==> src/rtl/cpu_control_fsm.sv <==
// Fetch/decode/execute sequencer for the 8-bit accumulator CPU.
// Memory-read states stretch on mem_ready; undefined opcodes either halt or act as a NOP.
module cpu_control_fsm #(
    parameter int OPC_W        = 8,
    parameter bit HAS_WAIT     = 1'b1,
    parameter bit ILLEGAL_HALT = 1'b1
) (
    input  logic             Clock,
    input  logic             Reset,
    input  logic [OPC_W-1:0] IR,
    input  logic [3:0]       CCR_Result,
    input  logic             mem_ready,
    output logic             IR_Load,
    output logic             MAR_Load,
    output logic             PC_Load,
    output logic             PC_Inc,
    output logic             A_Load,
    output logic             B_Load,
    output logic             CCR_Load,
    output logic [2:0]       ALU_Sel,
    output logic [1:0]       Bus1_Sel,
    output logic [1:0]       Bus2_Sel,
    output logic             write,
    output logic             halted
);
    localparam logic [OPC_W-1:0] LDA_IMM = OPC_W'(8'h86), LDB_IMM = OPC_W'(8'h88);
    localparam logic [OPC_W-1:0] LDA_DIR = OPC_W'(8'h87), LDB_DIR = OPC_W'(8'h89);
    localparam logic [OPC_W-1:0] STA_DIR = OPC_W'(8'h96), STB_DIR = OPC_W'(8'h97);
    localparam logic [OPC_W-1:0] ADD  = OPC_W'(8'h42), SUB  = OPC_W'(8'h43);
    localparam logic [OPC_W-1:0] AND_ = OPC_W'(8'h44), OR_  = OPC_W'(8'h45);
    localparam logic [OPC_W-1:0] INCA = OPC_W'(8'h46), INCB = OPC_W'(8'h47);
    localparam logic [OPC_W-1:0] DECA = OPC_W'(8'h48), DECB = OPC_W'(8'h49);
    localparam logic [OPC_W-1:0] BRA  = OPC_W'(8'h20);
    localparam logic [OPC_W-1:0] BMI  = OPC_W'(8'h21), BPL = OPC_W'(8'h22);
    localparam logic [OPC_W-1:0] BEQ  = OPC_W'(8'h23), BNE = OPC_W'(8'h24);
    localparam logic [OPC_W-1:0] BVS  = OPC_W'(8'h25), BVC = OPC_W'(8'h26);
    localparam logic [OPC_W-1:0] BCS  = OPC_W'(8'h27), BCC = OPC_W'(8'h28);

    typedef enum logic [3:0] {
        FETCH0, FETCH1, FETCH2, DECODE,
        IMM0, IMM1, IMM2,
        DIR0, DIR1, DIR2, DIR3,
        ALU0, BR0, BR1, SKIP, HALT
    } state_t;

    state_t           state;
    logic [OPC_W-1:0] op_q;
    logic             rdy, br_hit, is_store;

    assign rdy      = mem_ready | !HAS_WAIT;
    assign is_store = (op_q == STA_DIR) || (op_q == STB_DIR);

    // {N,Z,V,C} = CCR_Result[3:0]
    always_comb begin
        br_hit = 1'b0;
        case (IR)
            BMI: br_hit =  CCR_Result[3];
            BPL: br_hit = !CCR_Result[3];
            BEQ: br_hit =  CCR_Result[2];
            BNE: br_hit = !CCR_Result[2];
            BVS: br_hit =  CCR_Result[1];
            BVC: br_hit = !CCR_Result[1];
            BCS: br_hit =  CCR_Result[0];
            BCC: br_hit = !CCR_Result[0];
            default: br_hit = 1'b0;
        endcase
    end

    always_ff @(posedge Clock or negedge Reset) begin
        if (!Reset) begin
            state <= FETCH0;
            op_q  <= '0;
        end else begin
            case (state)
                FETCH0: state <= FETCH1;
                FETCH1: state <= FETCH2;
                FETCH2: if (rdy) state <= DECODE;
                DECODE: begin
                    op_q <= IR;
                    case (IR)
                        LDA_IMM, LDB_IMM:                   state <= IMM0;
                        LDA_DIR, LDB_DIR, STA_DIR, STB_DIR: state <= DIR0;
                        ADD, SUB, AND_, OR_, INCA, INCB, DECA, DECB: state <= ALU0;
                        BRA:                                state <= BR0;
                        BMI, BPL, BEQ, BNE, BVS, BVC, BCS, BCC:
                            state <= br_hit ? BR0 : SKIP;
                        default: state <= ILLEGAL_HALT ? HALT : FETCH0;
                    endcase
                end
                IMM0: state <= IMM1;
                IMM1: state <= IMM2;
                IMM2: if (rdy) state <= FETCH0;
                DIR0: state <= DIR1;
                DIR1: state <= DIR2;
                DIR2: if (rdy) state <= DIR3;
                DIR3: if (is_store || rdy) state <= FETCH0;
                ALU0: state <= FETCH0;
                BR0:  state <= BR1;
                BR1:  if (rdy) state <= FETCH0;
                SKIP: state <= FETCH0;
                HALT: state <= HALT;
                default: state <= FETCH0;
            endcase
        end
    end

    always_comb begin
        IR_Load  = 1'b0;
        MAR_Load = 1'b0;
        PC_Load  = 1'b0;
        PC_Inc   = 1'b0;
        A_Load   = 1'b0;
        B_Load   = 1'b0;
        CCR_Load = 1'b0;
        ALU_Sel  = 3'b000;
        Bus1_Sel = 2'b00;
        Bus2_Sel = 2'b01;
        write    = 1'b0;
        halted   = 1'b0;
        case (state)
            FETCH0, IMM0, DIR0, BR0: MAR_Load = 1'b1;
            FETCH1, IMM1, DIR1, SKIP: PC_Inc = 1'b1;
            FETCH2: begin Bus2_Sel = 2'b10; IR_Load = rdy; end
            IMM2: begin
                Bus2_Sel = 2'b10;
                A_Load   = rdy && (op_q == LDA_IMM);
                B_Load   = rdy && (op_q != LDA_IMM);
            end
            DIR2: begin Bus2_Sel = 2'b10; MAR_Load = rdy; end
            DIR3: begin
                if (is_store) begin
                    Bus1_Sel = (op_q == STA_DIR) ? 2'b01 : 2'b10;
                    write    = 1'b1;
                end else begin
                    Bus2_Sel = 2'b10;
                    A_Load   = rdy && (op_q == LDA_DIR);
                    B_Load   = rdy && (op_q != LDA_DIR);
                end
            end
            ALU0: begin
                // ADD..DECB are 42..49, so low 3 bits minus 2 give the ALU code
                ALU_Sel  = op_q[2:0] - 3'd2;
                Bus1_Sel = 2'b10;
                Bus2_Sel = 2'b00;
                CCR_Load = 1'b1;
                B_Load   = (op_q == INCB) || (op_q == DECB);
                A_Load   = !((op_q == INCB) || (op_q == DECB));
            end
            BR1:  begin Bus2_Sel = 2'b10; PC_Load = rdy; end
            HALT: halted = 1'b1;
            default: ;
        endcase
    end
endmodule
==> config.mk <==
export PLATFORM = sky130hd
export DESIGN_NAME = cpu_control_fsm
export DESIGN_NICKNAME = d
export VERILOG_FILES = /design/src/rtl/cpu_control_fsm.sv
export SDC_FILE = /design/constraint.sdc
export NUM_CORES = 1
export LEC_CHECK = 0
export CAP_MARGIN = 20
export CORE_ASPECT_RATIO = 0.8
export CORE_MARGIN = 2
export CORE_UTILIZATION = 51
export CTS_CLUSTER_SIZE = 28
export DETAILED_ROUTE_END_ITERATION = 10
export GPL_ROUTABILITY_DRIVEN = 0
export GPL_TIMING_DRIVEN = 0
export HOLD_SLACK_MARGIN = 0.1
export PLACE_DENSITY = 0.81
export SKIP_CTS_REPAIR_TIMING = 1
export SLEW_MARGIN = 5
export SYNTH_ARGS = -nofsm -noshare
export SYNTH_HDL_FRONTEND = slang
export SYNTH_SLANG_ARGS = --single-unit
==> constraint.sdc <==
create_clock -name Clock -period 2.3 [get_ports Clock]
set_clock_uncertainty 0.05 [all_clocks]
set_input_delay 0.46 -clock Clock [delete_from_list [all_inputs] [get_ports Clock]]
set_output_delay 0.46 -clock Clock [all_outputs]
set_load 0.02 [all_outputs]
==> results.json, run 1 <==
{
  "cp.required_ns": 1.79,
  "status": "finished clean",
  "dpl.hpwl_um": 2420,
  "min_period_over_period_pct": 97.3,
  "async_flop_share_pct": 100,
  "dr_total_vias": 1276,
  "max_cap_violations": 0,
  "nFillCells": 175,
  "grt_pass1_vias": 1049,
  "grt_max_degree": 13,
  "yosysUniqueCellTypes": 50,
  "cts_tree": "done",
  "std_cell_rows": 15,
  "swShare_pct": 47.5,
  "drive_above_1_share_pct": 24.6,
  "endpoint_kind": "output pin",
  "p_seq_share_pct": 24.6,
  "path_clk_slew_ns": 0.07,
  "leakagePower_nw": 0.795,
  "initial_core_util_pct": 54.5,
  "vdd_drop_max_mv": 0.967,
  "io_pins": 31,
  "final_area_um2": 1590,
  "fmax_mhz": 447,
  "num_antenna_cells": 0,
  "nets": 191,
  "cp_top_family": "simple AND/OR/NAND/NOR gates",
  "ys_seq_area_share_pct": 25.3,
  "whs_ns": 0.455,
  "synth_seq_cells": 12,
  "clkPwrFrac_pct": 9.5,
  "synth_edf_count": 0,
  "fin_util_pct": 72.9,
  "synth_area_leader_cell": "dfrtp_1",
  "path_cells": "nand4bb_4 > nor2_4 > nand2_1 > o21ai_0 > a211o_1 > clkbuf_2",
  "synth_flop_cell": "dfrtp_1",
  "critPathMaxStageDelay_ns": 0.43,
  "intPower_uw": 1000,
  "remaining_drc_errors": 0,
  "placed_cell_area_um2": 1490,
  "clk_latency_ns": 0.30,
  "post-route-min-period_ns": 2.24,
  "crit_type": "flop to output pin",
  "synth_warnings": 0,
  "synth.avg_cell_area_um2": 8.30,
  "viasPerCell": 6.38,
  "finalSetupViolCount": 0,
  "p_per_area_nw_per_um2": 1200,
  "worstMarginPinSlew_ns": 0.648,
  "critPathSlowestCell": "dfrtp_1",
  "syn_area_um2": 1190,
  "die_height_um": 47.2,
  "drt_wl_total_um": 3360,
  "rsz0062_at_grt": "yes",
  "crit_fanout": 4,
  "grt_first_pass_wirelength_um": 4770,
  "htree_levels": 1,
  "clockBufferDepth": 2,
  "cp_data_arrival_time_ns": 1.73,
  "drtAntennaViolNets": 0,
  "gr-total-overflow": 0,
  "drv_slew": 0,
  "timing.critical_path.buf_inv": 1,
  "hold_path_class": "input port to flop",
  "finalSetupTns_ns": 0,
  "startpoint_type": "flop",
  "syn-num-nets": 158,
  "cts.sinks": 12,
  "numPortBuffers": 27,
  "coreArea_um2": 2180,
  "syn_to_final_growth_pct": 33.7,
  "p_comb_share_pct": 65.9,
  "p_sw_uw": 903,
  "synth_top_area_share_pct": 25.3,
  "cts_buffers": 3,
  "track_usage_pct": 23.7,
  "finalHoldViolCount": 0,
  "cts-root-buf": "clkbuf_4",
  "dp.cells": 195,
  "fp.dieArea_um2": 2730,
  "dr.pass1.iters": 4,
  "drt-initial-drc-count": 84,
  "fp.dieW_um": 57.9,
  "syn-instance-count": 143,
  "wl_per_cell_um": 16.8,
  "netlist_top_cells_area": "dfrtp_1, mux2_2, a21oi_1",
  "relSlewSlack_pct": 56.5,
  "instances_no_fill": 200,
  "antenna_found_initial": 0
}
[worst reg2reg max path: cells and delay by family, from the launching register on]
kind	cells	cell delay [ns]
multiplexers	1	0.41
buffers and inverters	1	0.19
AND/OR/NAND/NOR	1	0.56
flip-flops	1	0.42
[path summary, 6_finish.rpt]
check	start	endpoint	slack [ns]	cells past startpoint
max in group asynchronous	Reset	state[2]$_DFFE_PN0P_	1.33	1
min in group asynchronous	Reset	state[3]$_DFFE_PN0P_	0.47	1
setup reg to reg	state[3]$_DFFE_PN0P_	op_q[2]$_DFFE_PN0P_	0.54	3
hold reg to reg	op_q[5]$_DFFE_PN0P_	op_q[5]$_DFFE_PN0P_	0.49	1
hold / removal	IR[0]	op_q[0]$_DFFE_PN0P_	0.45	2
setup / recovery	op_q[6]$_DFFE_PN0P_	Bus2_Sel[0]	0.06	6
[layer usage]
| metal | track usage (%) | vias to the layer above | share of wire, % |
|---|---|---|---|
| li1 | - | 600 | - |
| met1 | 30.2 | 599 | 44 |
| met2 | 40.7 | 72 | 47 |
| met3 | 2.48 | 5 | 7.6 |
| met4 | 13.0 | 0 | 1.3 |
| met5 | 0 | - | 0 |
[sequential cells by signal (all words and copies together), names as in the netlist]
name / cells
state: 4
op_q: 8
[stage by stage]
stage | power, mW | setup slack [ns]
2_1_floorplan | 1.27 | 0.132
3_3_place_gp | 1.60 | -0.108
3_5_place_dp | 1.64 | -0.139
4_1_cts | 1.83 | -0.487
5_1_grt | 2.02 | -0.0516
6_report | 1.90 | 0.0618
[power groups by stage]
stage | sequential, mW | clock, mW | combinational (mW)
floorplan | 0.406 | 0 | 0.860
global placement | 0.436 | 0 | 1.16
detailed placement | 0.442 | 0 | 1.20
CTS | 0.437 | 0.189 | 1.20
global route | 0.484 | 0.193 | 1.34
finish | 0.468 | 0.180 | 1.25
[Yosys cell counts (3+ instances only)]
master / count
nor2_1: 13
dfrtp_1: 12
nand2_1: 11
a21oi_1: 10
mux2_2: 10
o21ai_0: 8
inv_1: 6
nor3_1: 6
nor2b_1: 5
buf_4: 4
mux2i_1: 3
o22ai_1: 3
[logic make-up (layout without fill, tap and decap cells)]
kind of cell	after synthesis	after routing	synth area share, %
xor+xnor	2	2	1.48
mux	13	13	12.0
simple gates	57	57	27.1
flops	12	12	25.3
buf+inv	16	48	8.01
compound gates	43	43	26.1
[layout make-up]
class                           instances  area, um^2  share of cell area [%]
Sequential cell                        12         303                    19.1
Buffer                                 10        76.3                    4.81
Timing Repair Buffer                   28         283                    17.8
Tap cell                               25        31.3                    1.97
Inverter                                6        22.5                    1.42
Multi-Input combinational cell        115         836                    52.6
Clock buffer                            4        36.3                    2.29
[placed cells by master, fill, tap and decap left out, types with 3 or more instances in the layout]
cell type | Yosys | final
clkbuf_2 | 0 | 4
clkdlybuf4s50_1 | 0 | 11
mux2i_1 | 3 | 3
nor3_1 | 6 | 5
a21oi_1 | 10 | 10
nor2b_2 | 0 | 3
clkbuf_4 | 1 | 5
nor2_1 | 13 | 12
mux2_2 | 10 | 10
nand2_1 | 11 | 11
dlymetal6s2s_1 | 0 | 11
dfrtp_1 | 12 | 10
inv_1 | 6 | 6
o21ai_0 | 8 | 8
o22ai_1 | 3 | 3
buf_4 | 4 | 6
Note: power is estimated with default switching activity, not from simulation.
==> inputs of run 2 (changes only) <==
--- a/config.mk
+++ b/config.mk
@@ -7,7 +7,7 @@
 export LEC_CHECK = 0
 export CAP_MARGIN = 20
 export CORE_ASPECT_RATIO = 0.8
-export CORE_MARGIN = 2
+export CORE_MARGIN = 4
 export CORE_UTILIZATION = 51
 export CTS_CLUSTER_SIZE = 28
 export DETAILED_ROUTE_END_ITERATION = 10
==> run 2 against run 1 <==
Compared with the run above: hold slack lost 0.0024 ns; cell count decreased by 0.50%; clock power is 3% lower; via count shrank 0.24%; critical path depth is the same; combinational power hardly changed; clock-buffer cell count unchanged; total power fell by 0.75%; first-iteration DRC count grew 2.4%; cell area increased by 0.63%; critical path type unchanged; critical endpoint unchanged; largest cell class unchanged.
==> results.json, run 2 (same netlist as run 1, synthesis figures left out) <==
{
  "cp_top_family": "simple AND/OR/NAND/NOR gates",
  "std_cell_rows": 15,
  "crit_type": "flop to output pin",
  "drt-initial-drc-count": 86,
  "grt_first_pass_wirelength_um": 5150,
  "drv_slew": 0,
  "endpoint_kind": "output pin",
  "ff2ff_path_depth": 3,
  "finalHoldViolCount": 0,
  "worst_slack_ns": 0.0343,
  "clockBufferDepth": 2,
  "top_regs": "op_q (8), state (4)",
  "fp.dieArea_um2": 3170,
  "remaining_drc_errors": 0,
  "track_usage_pct": 21.1,
  "timing.critical_path.buf_inv": 1,
  "min_period_over_period_pct": 98.5,
  "crit_fanout": 4,
  "r2r_end": "op_q[1]$_DFFE_PN0P_",
  "worstMarginPinSlew_ns": 0.643,
  "hold_path_class": "input port to flop",
  "finalSetupTns_ns": 0,
  "r2r-start": "state[3]$_DFFE_PN0P_",
  "rsz0062_at_grt": "yes",
  "status": "finished clean",
  "cp_data_arrival_time_ns": 1.76,
  "coreArea_um2": 2180,
  "final_area_um2": 1600,
  "die_height_um": 51.2,
  "largest-register": "op_q",
  "mostFrequentLayoutCells": "dlymetal6s2s_1, nor2_1, nand2_1, clkdlybuf4s50_1",
  "dr_total_vias": 1273,
  "placed_cell_area_um2": 1490,
  "drtAntennaViolNets": 0,
  "critPathMaxStageDelay_ns": 0.42,
  "final_common_cell": "dlymetal6s2s_1",
  "leakagePower_nw": 0.829,
  "vdd_drop_max_mv": 1.02,
  "antenna_found_initial": 0,
  "num_antenna_cells": 0,
  "ff2ff_setup_slack_ns": 0.54,
  "whs_ns": 0.453,
  "viasPerCell": 6.40,
  "wl_per_cell_um": 16.2,
  "cp.required_ns": 1.79,
  "numPortBuffers": 27,
  "dpl.hpwl_um": 2380,
  "gr-total-overflow": 0,
  "initial_core_util_pct": 54.5,
  "fmax_mhz": 441,
  "cts-root-buf": "clkbuf_4",
  "grt_pass1_vias": 1139,
  "critPathSlowestCell": "dfrtp_1",
  "drt_wl_total_um": 3220,
  "max_cap_violations": 0,
  "p_per_area_nw_per_um2": 1180,
  "finalSetupViolCount": 0,
  "path_clk_slew_ns": 0.08,
  "worstHoldEndpoint": "op_q[0]$_DFFE_PN0P_",
  "path_cells": "nand4bb_4 > nor2_2 > nand2_1 > o21ai_0 > a211o_1 > clkbuf_2",
  "post-route-min-period_ns": 2.27,
  "nets": 190,
  "cts.sinks": 12,
  "fp.dieW_um": 61.9,
  "dr.pass1.iters": 4,
  "whs_path_depth": 2,
  "syn_to_final_growth_pct": 34.6,
  "largest_register_ffs": 8,
  "power_mw": 1.89,
  "clk_latency_ns": 0.28,
  "place_worst_setup_slack_ns": -0.189,
  "startpoint_type": "flop",
  "htree_levels": 1,
  "min_from": "IR[0]",
  "relSlewSlack_pct": 56.9,
  "cts_tree": "done",
  "grt_max_degree": 13,
  "io_pins": 31,
  "drive_above_1_share_pct": 22.4,
  "cts_buffers": 3
}
run 2: how the worst max path moves through the flow:
stage / end / cells after the start / from / slack (ns)
6_report: Bus2_Sel[0] / 6 / op_q[6]$_DFFE_PN0P_ / 0.03
5_1_grt: A_Load / 6 / state[3]$_DFFE_PN0P_ / -0.04
4_1_cts: Bus1_Sel[1] / 6 / op_q[6]$_DFFE_PN0P_ / -0.50
3_5_place_dp: Bus1_Sel[1] / 6 / op_q[6]$_DFFE_PN0P_ / -0.19
3_3_place_gp: Bus1_Sel[1] / 6 / op_q[6]$_DFFE_PN0P_ / -0.11
2_1_floorplan: Bus1_Sel[1] / 5 / op_q[6]$_DFFE_PN0P_ / 0.13
run 2: through the flow:
step / util, % / cells
floorplan: - / 143
global placement: 68.4 / 195
detailed placement: 68.4 / 195
CTS: 70.1 / 199
global route: 73.4 / 199
finish: 73.4 / 199
run 2: final cells by class:
cell class              instances  area (um^2)
repair buffers                 27          290
clock buffers                   4         36.3
plain buffers                  10         76.3
multi-input cells             115          838
well taps                      25         31.3
flip-flops and latches         12          303
fillers                       166          579
inverters                       6         22.5
run 2: per-layer routing:
layer / track usage, % / part of all wire [%] / routed length, um
met4: 8.13 / 2.3 / 73
met1: 29.5 / 43 / 1390
met5: 0 / 0 / 0
met2: 32.2 / 47 / 1510
met3: 3.03 / 7.5 / 242
run 2: worst register-to-register path: stages, from the launching register on:
cell and delay [ns]:
dfrtp_1 0.43, buf_4 0.19, nor3_2 0.56, mux2_2 0.42
run 2: power breakdown:
| part | internal (mW) | switching [mW] | total, mW |
|---|---|---|---|
| clock | 0.0964 | 0.0781 | 0.175 |
| sequential | 0.322 | 0.142 | 0.464 |
| combinational | 0.576 | 0.673 | 1.25 |
==> inputs of run 3 (changes only) <==
--- a/config.mk
+++ b/config.mk
@@ -5,6 +5,7 @@
 export SDC_FILE = /design/constraint.sdc
 export NUM_CORES = 1
 export LEC_CHECK = 0
+export ABC_CLOCK_PERIOD_IN_PS = 2300
 export CAP_MARGIN = 20
 export CORE_ASPECT_RATIO = 0.8
 export CORE_MARGIN = 4
==> results of run 3 <==
Same layout as run 2: the final DEF is identical, and so are final timing and power.
